<file path="src/rtl/aes_chain_sequencer.sv">
// aes_chain_sequencer: drives an AES_Composite_enc core through a chain of
// encryptions C0 = AES(K, P), Ci = AES(K, Ci-1). The key is loaded once per
// job. Each ciphertext is fed back as the next plaintext, and the final
// ciphertext is returned to the host with a start/done handshake. A watchdog
// bounds the time spent waiting on the core in any single wait state.
module aes_chain_sequencer #(
  parameter int ITER_W  = 16,
  parameter int TIMEOUT = 4095,
  parameter int TO_W    = 12
) (
  input  logic              CLK,
  input  logic              RST,
  input  logic              START,
  input  logic [127:0]      KEY,
  input  logic [127:0]      PT,
  input  logic [ITER_W-1:0] NITER,
  output logic              BUSY,
  output logic              DONE,
  output logic              ERR,
  output logic [127:0]      RESULT,
  output logic [ITER_W-1:0] ITER_CNT,
  output logic              core_RSTn,
  output logic              core_EN,
  output logic [127:0]      core_Kin,
  output logic [127:0]      core_Din,
  output logic              core_Krdy,
  output logic              core_Drdy,
  input  logic              core_Kvld,
  input  logic              core_Dvld,
  input  logic              core_BSY,
  input  logic [127:0]      core_Dout
);

  typedef enum logic [2:0] {
    S_IDLE  = 3'd0,
    S_KLOAD = 3'd1,
    S_KWAIT = 3'd2,
    S_DLOAD = 3'd3,
    S_DWAIT = 3'd4
  } state_t;

  state_t            state_reg;
  logic [ITER_W-1:0] target_reg;
  logic [TO_W-1:0]   wd_reg;

  // Incremented watchdog value; expiry is declared when this count of
  // cycles in the current wait state reaches TIMEOUT.
  logic [TO_W-1:0]   wd_next;
  logic              wd_expire;
  logic [ITER_W-1:0] iter_next;
  logic              last_iter;

  assign wd_next   = wd_reg + 1'b1;
  assign wd_expire = (wd_next == TO_W'(TIMEOUT));
  assign iter_next = ITER_CNT + 1'b1;
  assign last_iter = (iter_next == target_reg);

  // Core reset follows the host reset, delayed by one register stage.
  always_ff @(posedge CLK) begin
    core_RSTn <= ~RST;
  end

  // Job sequencer: state, strobes, watchdog, counters and host outputs.
  always_ff @(posedge CLK) begin
    if (RST) begin
      state_reg  <= S_IDLE;
      target_reg <= '0;
      wd_reg     <= '0;
      BUSY       <= 1'b0;
      DONE       <= 1'b0;
      ERR        <= 1'b0;
      RESULT     <= '0;
      ITER_CNT   <= '0;
      core_EN    <= 1'b0;
      core_Kin   <= '0;
      core_Din   <= '0;
      core_Krdy  <= 1'b0;
      core_Drdy  <= 1'b0;
    end else begin
      // Pulsed outputs default low; they are raised for a single cycle below.
      DONE      <= 1'b0;
      ERR       <= 1'b0;
      core_Krdy <= 1'b0;
      core_Drdy <= 1'b0;

      case (state_reg)
        S_IDLE: begin
          if (START) begin
            core_Kin   <= KEY;
            core_Din   <= PT;
            // A request for zero encryptions still performs one.
            target_reg <= (NITER == '0) ? ITER_W'(1) : NITER;
            ITER_CNT   <= '0;
            wd_reg     <= '0;
            // Krdy is raised together with the move to KLOAD so it is
            // visible one cycle after START.
            core_Krdy  <= 1'b1;
            BUSY       <= 1'b1;
            core_EN    <= 1'b1;
            state_reg  <= S_KLOAD;
          end
        end

        S_KLOAD: begin
          wd_reg    <= '0;
          state_reg <= S_KWAIT;
        end

        S_KWAIT: begin
          if (core_Kvld) begin
            wd_reg    <= '0;
            state_reg <= S_DLOAD;
          end else if (wd_expire) begin
            wd_reg    <= '0;
            ERR       <= 1'b1;
            BUSY      <= 1'b0;
            core_EN   <= 1'b0;
            state_reg <= S_IDLE;
          end else begin
            wd_reg <= wd_next;
          end
        end

        S_DLOAD: begin
          if (!core_BSY) begin
            // Drdy is high during the first DWAIT cycle.
            core_Drdy <= 1'b1;
            wd_reg    <= '0;
            state_reg <= S_DWAIT;
          end else if (wd_expire) begin
            wd_reg    <= '0;
            ERR       <= 1'b1;
            BUSY      <= 1'b0;
            core_EN   <= 1'b0;
            state_reg <= S_IDLE;
          end else begin
            wd_reg <= wd_next;
          end
        end

        S_DWAIT: begin
          // A ciphertext arriving on the expiry cycle is still accepted.
          if (core_Dvld) begin
            core_Din <= core_Dout;
            ITER_CNT <= iter_next;
            wd_reg   <= '0;
            if (last_iter) begin
              RESULT    <= core_Dout;
              DONE      <= 1'b1;
              BUSY      <= 1'b0;
              core_EN   <= 1'b0;
              state_reg <= S_IDLE;
            end else begin
              state_reg <= S_DLOAD;
            end
          end else if (wd_expire) begin
            wd_reg    <= '0;
            ERR       <= 1'b1;
            BUSY      <= 1'b0;
            core_EN   <= 1'b0;
            state_reg <= S_IDLE;
          end else begin
            wd_reg <= wd_next;
          end
        end

        default: begin
          wd_reg    <= '0;
          BUSY      <= 1'b0;
          core_EN   <= 1'b0;
          state_reg <= S_IDLE;
        end
      endcase
    end
  end

endmodule

</file>
<file path="config.mk">
export PLATFORM = sky130hd
export DESIGN_NAME = aes_chain_sequencer
export DESIGN_NICKNAME = d
export VERILOG_FILES = /design/src/rtl/aes_chain_sequencer.sv
export SDC_FILE = /design/constraint.sdc
export NUM_CORES = 1
export LEC_CHECK = 0
export CAP_MARGIN = 15
export CORE_AREA = 2 2 315 317
export CTS_CLUSTER_SIZE = 8
export DETAILED_ROUTE_END_ITERATION = 12
export DIE_AREA = 0 0 317 319
export DONT_BUFFER_PORTS = 1
export PLACE_DENSITY_LB_ADDON = 0.3
export SLEW_MARGIN = 25
export SYNTH_ARGS = -nofsm -noshare
export SYNTH_HDL_FRONTEND = slang
export SYNTH_SLANG_ARGS = --single-unit
export TNS_END_PERCENT = 1
</file>
<file path="constraint.sdc">
create_clock -name CLK -period 6.3 [get_ports CLK]
set_input_delay 1.575 -clock CLK [delete_from_list [all_inputs] [get_ports CLK]]
set_output_delay 1.575 -clock CLK [all_outputs]
set_load 0.02 [all_outputs]
</file>
==> results by group, run 1 <==
Worst setup path
  • Critical-path cell list: ha_1 -> nand3_1 -> nor4_1 -> xnor2_1 -> o211ai_2 -> nor4_4 -> buf_12 -> mux2i_1
  • Slowest CP cell: dfxtp_1
  • Crit Reg-Reg Startpoint: ITER_CNT[0]$_SDFFE_PP0P_
  • Crit-path max FO: 76
  • Reg-to-reg setup timing slack: 2.32 ns
  • Worst Path Arrival: between 4 and 5 ns
  • Critical Path End: RESULT[12]$_SDFFE_PP0P_
  • WP data required: about 6.9 ns
  • RR Endpoint: RESULT[12]$_SDFFE_PP0P_
  • Setup crit start: ITER_CNT[0]$_SDFFE_PP0P_
  • Startpoint Class: flop
  • Crit path kind: reg2reg
  • Crit path largest cell delay: around 0.68 ns
  • CP endpoint kind: flop
  • R2R depth: 8

Global routing
  • Grt total ovfl: 0
  • Vias in the first global route: 14,700
  • Initial antenna violation count: 5
  • First-pass GRT wire length: roughly 100 mm
  • Largest net degree at the start of global routing: between 200 and 300
  • Total track usage: 0.138

Synth
  • Syn nets: roughly 2,600
  • Average size of a mapped cell: 8.11 um^2
  • Post-synth EDFFs: 0
  • Mapped Area: 18,100 um^2
  • Yosys warns: 0
  • Post-synthesis cell count: 2,225
  • Flops & latches, synth: roughly 440
  • Distinct cells, synth: 65
  • FFs w/ async S/R, synth: 0
  • Top_reg_cell synth: dfxtp_1
  • Register area share after synthesis: 0.486

Clock network
  • CTS tree: built
  • Post-CTS Setup Repair Bufs: 0
  • Root buf cell: clkbuf_16
  • Clock transition at path regs: approximately 0.05 ns
  • # hold bufs at CTS: 0
  • Post-CTS sizing: 0
  • Clock Sinks: between 400 and 500
  • Worst skew pair latency: 0.66 ns
  • Clk buf depth: 3
  • CTS buffer count: 61
  • CTS H-tree depth: 2

Drt
  • Top Layer Used: met4
  • Pre-antenna DRT Iters: 5
  • WL/cell: 21.8 um
  • Vias: 15,200
  • Metal-1 WL: 28.0 mm
  • DRT iter0 DRCs: around 1,000
  • DR WL met3: around 8 mm
  • Total wire length: ~75 mm
  • # DRC: 0
  • Via density: 4.45
  • Met2 routed WL: 36.4 mm
  • Antenna viol nets, final: 0

Timing
  • Slew of the pin with the lowest slew margin: 0.943 ns
  • Min Tclk post-route: between 3 and 4 ns
  • Slew HR: 0.371
  • Final-report setup violation count: 0
  • Final Max Slew Viols: 0
  • Fin. Hold Viols: 0
  • F_max: between 200 and 300 MHz
  • Final setup margin: 2.32 ns
  • Final Skew: around 0.047 ns
  • RSZ-0062 raised after global routing: false
  • Setup TNS: 0 ns
  • Final worst path period share: 0.631

Place
  • DP HPWL: 54.8 mm
  • Pre-CTS setup slack: 2.35 ns
  • Final RePlAce weighted congestion: ~0.84
  • Count of input and output buffers: 0

Layout
  • Top flop regs: RESULT: 128 flops, core_Din: 128 flops, core_Kin: 128 flops
  • Reg area: slightly below 9000 um^2
  • Commonest non-fill, non-tap cell in the layout: nand2_1
  • Layout overhead on the synthesized area: 13.7%
  • Multi-input gate area: between 8000 and 9000 um^2
  • Layout cells sized above 1: 0.0475
  • Filler cells: ~11,000
  • Fin nets: 2,528
  • Commonest cells after routing, fill and taps aside: nand2_1 (838), dfxtp_1 (438), a21oi_1 (164), nor2_1 (154), a311oi_1 (132)

Die
  • FP Rows: 115
  • Initial Utilization: 0.185
  • Io pins: slightly above 800
  • Die Ht: 319 um
  • Core ar.: around 98,000 um^2
  • Die area: roughly 100,000 um^2
  • Die X: 317 um

Worst hold path
  • Hold Path Class: reg2reg

Power
  • Leak: ~7.0 nW
  • Combinational share of power: 0.091
  • Power Density: 341 nW/um^2
  • Switch Pwr: ~2.1 mW
  • Switching Share: 0.298
  • Seq pwr share: 0.487
  • Clock Power Share: 0.422
  • Pint: ~4.9 mW
  • Worst VDD drop: 0.191 mV

Outcome
  • Status: completed

Run
  • Max-Cap Viols: 0
cell families after synthesis:
group           synth area share
xor+xnor                  0.0126
compound gates             0.131
buf+inv                   0.0562
simple gates               0.241
flops                      0.486
mux                       0.0716
fa+ha+maj                0.00208
synthesized netlist by cell type, types with 2 or more instances:
master,count,area (um^2)
nand2b_1,4,25.0
buf_6,4,45.0
a31oi_1,2,12.5
a21oi_1,164,821
nand3_1,19,95.1
or2_2,3,18.8
or3_1,8,50.1
a2bb2oi_1,2,17.5
nor2b_1,2,12.5
clkbuf_1,149,559
a311oi_1,132,1160
nor4b_1,3,26.3
nor3_1,12,60.1
o211a_1,2,20.0
o21ai_0,15,75.1
nor4_1,12,75.1
o311ai_0,4,35.0
buf_1,6,22.5
a22oi_1,3,22.5
ha_1,3,37.5
o21ai_1,2,10.0
nand2_1,840,3150
mux2i_1,128,1280
dfxtp_1,438,8770
dlygate4sd3_1,5,50.1
nand4_1,9,56.3
o2bb2ai_1,2,17.5
inv_1,7,26.3
a211oi_1,3,22.5
buf_12,13,260
and2_1,6,37.5
xor2_1,12,105
buf_4,4,30.0
nor2_1,154,578
a21o_1,3,22.5
nor3b_1,2,15.0
xnor2_1,14,123
o31a_1,2,17.5
and3_1,5,31.3
o31ai_1,2,15.0
routing by layer:
metal,track usage,vias up
li1,-,7251
met4,0.0456,0
met3,0.0534,93
met1,0.152,7192
met5,0,-
met2,0.241,666
cell type report:
class | count | share of cell area
sequential | 438 | 0.427
multi-input combinational | 1595 | 0.404
tap | 1287 | 0.0784
clock buffer | 64 | 0.0754
timing repair buffer | 15 | 0.00853
clock inverter | 5 | 0.00384
inverter | 8 | 0.00183
antenna | 5 | 0.000610
worst min-delay path by stage:
| stage | startpoint | endpoint | slack [ns] | cells past startpoint |
|---|---|---|---|---|
| after floorplan | target_reg[15]$_SDFFE_PP0P_ | target_reg[15]$_SDFFE_PP0P_ | 0.45 | 2 |
| after global placement | target_reg[9]$_SDFFE_PP0P_ | target_reg[9]$_SDFFE_PP0P_ | 0.45 | 2 |
| after detailed placement | target_reg[9]$_SDFFE_PP0P_ | target_reg[9]$_SDFFE_PP0P_ | 0.46 | 2 |
| after CTS | target_reg[9]$_SDFFE_PP0P_ | target_reg[9]$_SDFFE_PP0P_ | 0.46 | 2 |
| after global routing | target_reg[9]$_SDFFE_PP0P_ | target_reg[9]$_SDFFE_PP0P_ | 0.47 | 2 |
| final | target_reg[9]$_SDFFE_PP0P_ | target_reg[9]$_SDFFE_PP0P_ | 0.46 | 2 |
through the flow:
stage	util	cells	instance area [um^2]	hold WS (ns)	total power [mW]
3_5_place_dp	0.193	3343	18900	0.457	4.10
3_3_place_gp	0.193	3343	18900	0.454	4.10
2_1_floorplan	-	2225	18100	0.448	3.90
4_1_cts	0.210	3412	20500	0.464	7.10
5_1_grt	0.210	3414	20500	0.475	7.30
6_report	0.210	3417	20500	0.462	6.99
worst max-delay path: cells and delay by family, from the launching register on:
family | cells | cell delay [ns]
adders and majority gates | 1 | 0.45
muxes | 1 | 0.28
DFF | 1 | 0.68
xor gates and xnor gates | 1 | 0.20
AOI/OAI and AO/OA | 1 | 0.18
and+or+nand+nor | 3 | 1.41
buffers and inverters | 1 | 0.33
power by group through the flow:
stage,Combinational (mW),Sequential [mW],Clock [mW]
final,0.637,3.40,2.95
after global routing,0.723,3.43,3.15
after CTS,0.643,3.41,3.06
after detailed placement,0.643,3.46,0
after global placement,0.632,3.46,0
after floorplan,0.528,3.37,0
(Power assumes the default switching activity.)
==> inputs of run 2 (changes only) <==
- clock period: 6.3 -> 3.5 ns (I/O delays scaled with it)
==> run 2 against run 1 <==
Effect of this change:
- utilization increased by 0.82 points
- worst setup slack got worse by 1.9 ns
- cell area increased by 3.9%
==> results by group, run 2 (same netlist as run 1, synthesis figures left out) <==
Outcome
  • Status: completed

Clock network
  • Worst skew pair latency: slightly above 0.6 ns
  • Clock transition at path regs: approximately 0.050 ns
  • Post-CTS sizing: 0
  • Clk buf depth: 3
  • # hold bufs at CTS: 0
  • CTS tree: built
  • Root buf cell: clkbuf_16
  • Post-CTS Setup Repair Bufs: 0
  • Clock Sinks: 438
  • CTS buffer count: 66
  • CTS H-tree depth: 3

Layout
  • Layout cells sized above 1: 0.0791
  • Filler cells: between 10,000 and 15,000
  • Commonest cells after routing, fill and taps aside: nand2_1 (838), dfxtp_1 (438), a21oi_1 (164), nor2_1 (154), a311oi_1 (132)
  • Final instance area: about 21,000 um^2
  • Top flop regs: RESULT: 128 flops, core_Din: 128 flops, core_Kin: 128 flops
  • Layout overhead on the synthesized area: 18.1%
  • Fin nets: between 2,000 and 3,000
  • Commonest non-fill, non-tap cell in the layout: nand2_1

Die
  • Die area: 101,000 um^2
  • Io pins: between 800 and 900
  • Initial Utilization: 0.185
  • Core ar.: 97,700 um^2
  • FP Rows: approximately 120
  • Die X: approximately 320 um
  • Die Ht: between 300 and 400 um

Drt
  • Total wire length: about 76 mm
  • Pre-antenna DRT Iters: 5
  • Vias: around 15,000
  • DRT iter0 DRCs: between 900 and 1,000
  • WL/cell: 21.6 um
  • Via density: ~4.4
  • # DRC: 0
  • Antenna viol nets, final: 0

Worst setup path
  • Worst Path Arrival: between 3 and 4 ns
  • Startpoint Class: flop
  • Crit-path max FO: 24
  • Crit path kind: reg2reg
  • Crit Reg-Reg Startpoint: ITER_CNT[0]$_SDFFE_PP0P_
  • R2R depth: 10
  • WP data required: 4.04 ns
  • RR Endpoint: RESULT[81]$_SDFFE_PP0P_
  • CP endpoint kind: flop
  • Reg-to-reg setup timing slack: 0.45 ns

Place
  • DP HPWL: 56.1 mm
  • Final RePlAce weighted congestion: 0.845
  • Area post-placement: about 19,000 um^2
  • Count of input and output buffers: 0

Timing
  • Min Tclk post-route: slightly above 3 ns
  • Slew HR: 0.471
  • RSZ-0062 raised after global routing: false
  • Setup TNS: 0 ns
  • Slew of the pin with the lowest slew margin: approximately 0.79 ns
  • Final Max Slew Viols: 0
  • Final Skew: 0.0336 ns
  • F_max: ~330 MHz
  • Final-report setup violation count: 0
  • Final worst path period share: 0.872
  • Fin. Hold Viols: 0

Global routing
  • Vias in the first global route: 14,900
  • Met2 global-route usage: 0.243
  • Met1 Usage GRT: 0.156
  • Global route hottest layer: met2
  • Largest net degree at the start of global routing: a little under 300
  • Met3 GRT Util: 0.0537
  • Grt total ovfl: 0
  • First-pass GRT wire length: approximately 110 mm
  • Total track usage: 0.140
  • Initial antenna violation count: 6

Power
  • Power Density: 621 nW/um^2
  • Worst VDD drop: about 0.35 mV
  • Leak: 7.46 nW

Worst hold path
  • Hold EP: core_Kin[46]$_SDFFE_PP0P_
  • Hold depth: 1
  • Hold Path Class: in2reg
  • Hold path start: RST

Run
  • Max-Cap Viols: 0
-- run 2: changes by cell type in the layout (fill, tap and decap cells not counted) --
| cell | previous run | this run |
|---|---|---|
| buf_12 | 5 | 12 |
| buf_4 | 10 | 65 |
| clkbuf_1 | 2 | 4 |
| clkbuf_16 | 61 | 67 |
| clkbuf_8 | 1 | 3 |
| clkinv_2 | 2 | 1 |
| clkinv_8 | 0 | 2 |
| clkinvlp_4 | 0 | 1 |
| diode_2 | 5 | 9 |
| inv_16 | 0 | 1 |
-- run 2: stage by stage --
step                cells  setup slack (ns)  total power, mW   util  hold slack [ns]
global placement     3405             0.500             7.44  0.199            0.456
finish               3496             0.448             13.3  0.218            0.332
global route         3493             0.144             13.8  0.218            0.285
detailed placement   3405             0.452             7.45  0.199            0.460
CTS                  3487             0.445             13.5  0.218            0.281
floorplan            2225             0.730             7.01      -            0.448
-- run 2: cell type report --
class / count / area (um^2) / area share
diodes: 9 / 22.5 / 0.00106
well taps: 1287 / 1610 / 0.0755
repair buffers: 77 / 728 / 0.0341
clock buffers: 74 / 1730 / 0.0812
inverters: 8 / 37.5 / 0.00176
clock inverters: 8 / 134 / 0.00628
flip-flops and latches: 438 / 8770 / 0.411
multi-input cells: 1595 / 8300 / 0.389
-- run 2: how the worst max path moves through the flow --
stage                             start                      end  slack (ns)  cells past startpoint
6_report       ITER_CNT[0]$_SDFFE_PP0P_  RESULT[81]$_SDFFE_PP0P_        0.45                     10
3_5_place_dp   ITER_CNT[1]$_SDFFE_PP0P_  RESULT[81]$_SDFFE_PP0P_        0.45                     10
4_1_cts        ITER_CNT[1]$_SDFFE_PP0P_  RESULT[71]$_SDFFE_PP0P_        0.45                     10
3_3_place_gp   ITER_CNT[0]$_SDFFE_PP0P_   RESULT[5]$_SDFFE_PP0P_        0.50                     10
5_1_grt        ITER_CNT[1]$_SDFFE_PP0P_  RESULT[83]$_SDFFE_PP0P_        0.14                      9
2_1_floorplan  ITER_CNT[1]$_SDFFE_PP0P_  RESULT[33]$_SDFFE_PP0P_        0.73                     10
-- run 2: report_power, final --
part	internal (mW)	switching [mW]
logic	0.444	0.768
clock network	3.50	2.42
registers	5.37	0.751
total	9.32	3.94
-- run 2: critical path, cell delays in order, from the launching register on --
cell	delay, ns
dfxtp_1	0.32
ha_1	0.36
nand3_1	0.16
buf_4	0.19
nor3_1	0.35
xnor2_1	0.18
o311ai_2	0.18
nor4_4	0.46
buf_12	0.25
buf_12	0.24
mux2i_1	0.21
-- run 2: metal layers --
metal,vias to the layer above,share of wire
met3,99,0.098
li1,7419,-
met1,7236,0.39
met2,635,0.49
met4,2,0.021
met5,-,0.00017
==> inputs of run 3 (changes only) <==
- TNS_END_PERCENT: 1 -> 10
==> results of run 3 <==
Same layout as run 2: the final DEF is identical, and so are final timing and power.
==> RTL change: new RTL, config.mk and constraints of run 2 <==
`ITER_W`: 16 -> 12.
--- a/src/rtl/aes_chain_sequencer.sv
+++ b/src/rtl/aes_chain_sequencer.sv
@@ -5,5 +5,5 @@
 // bounds the time spent waiting on the core in any single wait state.
 module aes_chain_sequencer #(
-  parameter int ITER_W  = 16,
+  parameter int ITER_W  = 12,
   parameter int TIMEOUT = 4095,
   parameter int TO_W    = 12
Ports: changed (resized ITER_CNT and NITER); port bits go from 813 to 805. No check against the original RTL was run, so the function may have changed too.
==> RTL change against run 2 <==
Power down 0.65%. Largest power group unchanged. Wire length rose by 2.3%. Worst setup slack worse by 160 ps. Area after synthesis down 3.3%. Sequential cell count fell by 8. Combinational power grew 47%. The flow now finishes with violations (max-slew violations). Final area decreased by 5.2%.
==> RTL change: results (changes against run 2) <==
status=finished, violations left; failing checks=max-slew violations; worst slack at placement=662.2 ps (+210.2 ps); maximum vdd drop=0.3535 mV (+0.32%); cells on worst reg2reg path=8 (-2); GR Util met1=0.1581 (+0.002248); dpl cells=3,304 (-3.0%); RePlAce Congestion=0.8063 (-4.5%); first-pass GRT wire length=108.4 mm (+2.8%); vias per cell=4.678 (+6.3%); Filler cells=10.98k (+1.3%); M2 GR Usage=0.2444 (+0.001017); total routed wirelength=77.38 mm (+2.3%); total track usage=0.1436 (+0.003116); Max Transition Viols Final=280 (+280); arrival time at the worst endpoint=3760 ps (+170 ps); initial drt markers=1,371 (+41%); Final HPWL DP=54.85 mm (-2.2%); syn_nets=2,603 (-1.2%); GRT met3 Usage=0.06275 (+0.009039); final cell count without fillers=3,376 (-3.4%); pin count of the biggest net entering global routing=416 (+40%); Final #Nets=2,485 (-4.2%); Num CTS Buffers=60 (-9.1%); ranking of synthesized cells by area=dfxtp_1, nand2_1, a21oi_1; Lkg Pwr=6.755 nW (-9.4%); Seq/Total Area, Yosys=0.4933 (+0.007641); clk_skew=22.81 ps (-10.82 ps); CP max stage delay=1240 ps (+780 ps); average size of a mapped cell=7.943 µm² (-2.1%); Distinct cells, synth=56 (-14%)
[RTL change: changes by cell type in the layout (fill, tap and decap cells not counted), moves of 7 or more]
| cell | delta |
|---|---|
| clkbuf_16 | -7 |
| o21ai_0 | +20 |
| nand3_1 | -8 |
| buf_4 | -40 |
| mux2i_1 | -127 |
| dfxtp_1 | -8 |
| a21oi_1 | +121 |
| o21ai_1 | +118 |
| or3_1 | -8 |
| nand2_1 | -284 |
| nand4_1 | +123 |
[RTL change: routing by layer]
| metal | wire length (µm) | part of all wire |
|---|---|---|
| met1 | 28890 | 0.37 |
| met2 | 37000 | 0.48 |
| met3 | 9078 | 0.12 |
| met4 | 2379 | 0.031 |
| met5 | 22 | 0.00028 |
[RTL change: logic make-up after synthesis]
logic type | Yosys count | synth area share
simple gates | 914 | 0.2277
compound gates | 602 | 0.2069
flops | 430 | 0.4933
buf+inv | 226 | 0.05829
xor+xnor | 18 | 0.009034
fa+ha+maj | 4 | 0.002868
mux | 3 | 0.001864
[RTL change: power breakdown]
| group | switching [mW] | total (mW) | internal [mW] |
|---|---|---|---|
| combinational | 1.23 | 1.78 | 0.546 |
| sequential | 0.849 | 6.18 | 5.33 |
| clock | 2.18 | 5.21 | 3.04 |
[RTL change: worst paths after layout]
kind	from	end	slack [ps]
worst max-delay path	RST	wd_reg[5]	280
worst min-delay path	RST	RESULT[34]	330
worst min register to register	target_reg[8]	target_reg[8]	470
worst max register to register	ITER_CNT[0]	RESULT[60]	530
[RTL change: area by class of cell]
cell class / count / area [µm²] / area share
timing repair buffer: 41 / 508.0 / 0.02513
multi-input combinational: 1541 / 7886 / 0.3902
clock inverter: 3 / 30.03 / 0.001486
inverter: 5 / 18.77 / 0.0009286
sequential: 430 / 8608 / 0.4259
tap: 1287 / 1610 / 0.07967
clock buffer: 65 / 1540 / 0.07620
antenna: 4 / 10.01 / 0.0004952
[RTL change: stage by stage]
stage               utilization  total power, mW
floorplan                     -            7.504
global placement         0.1907            8.074
global route             0.2069            13.79
CTS                      0.2068            13.40
finish                   0.2069            13.17
detailed placement       0.1907            8.089
[RTL change: critical path: cells and delay by family]
family         cells  cell delay (ps)
AO/OA/AOI/OAI      3             1650
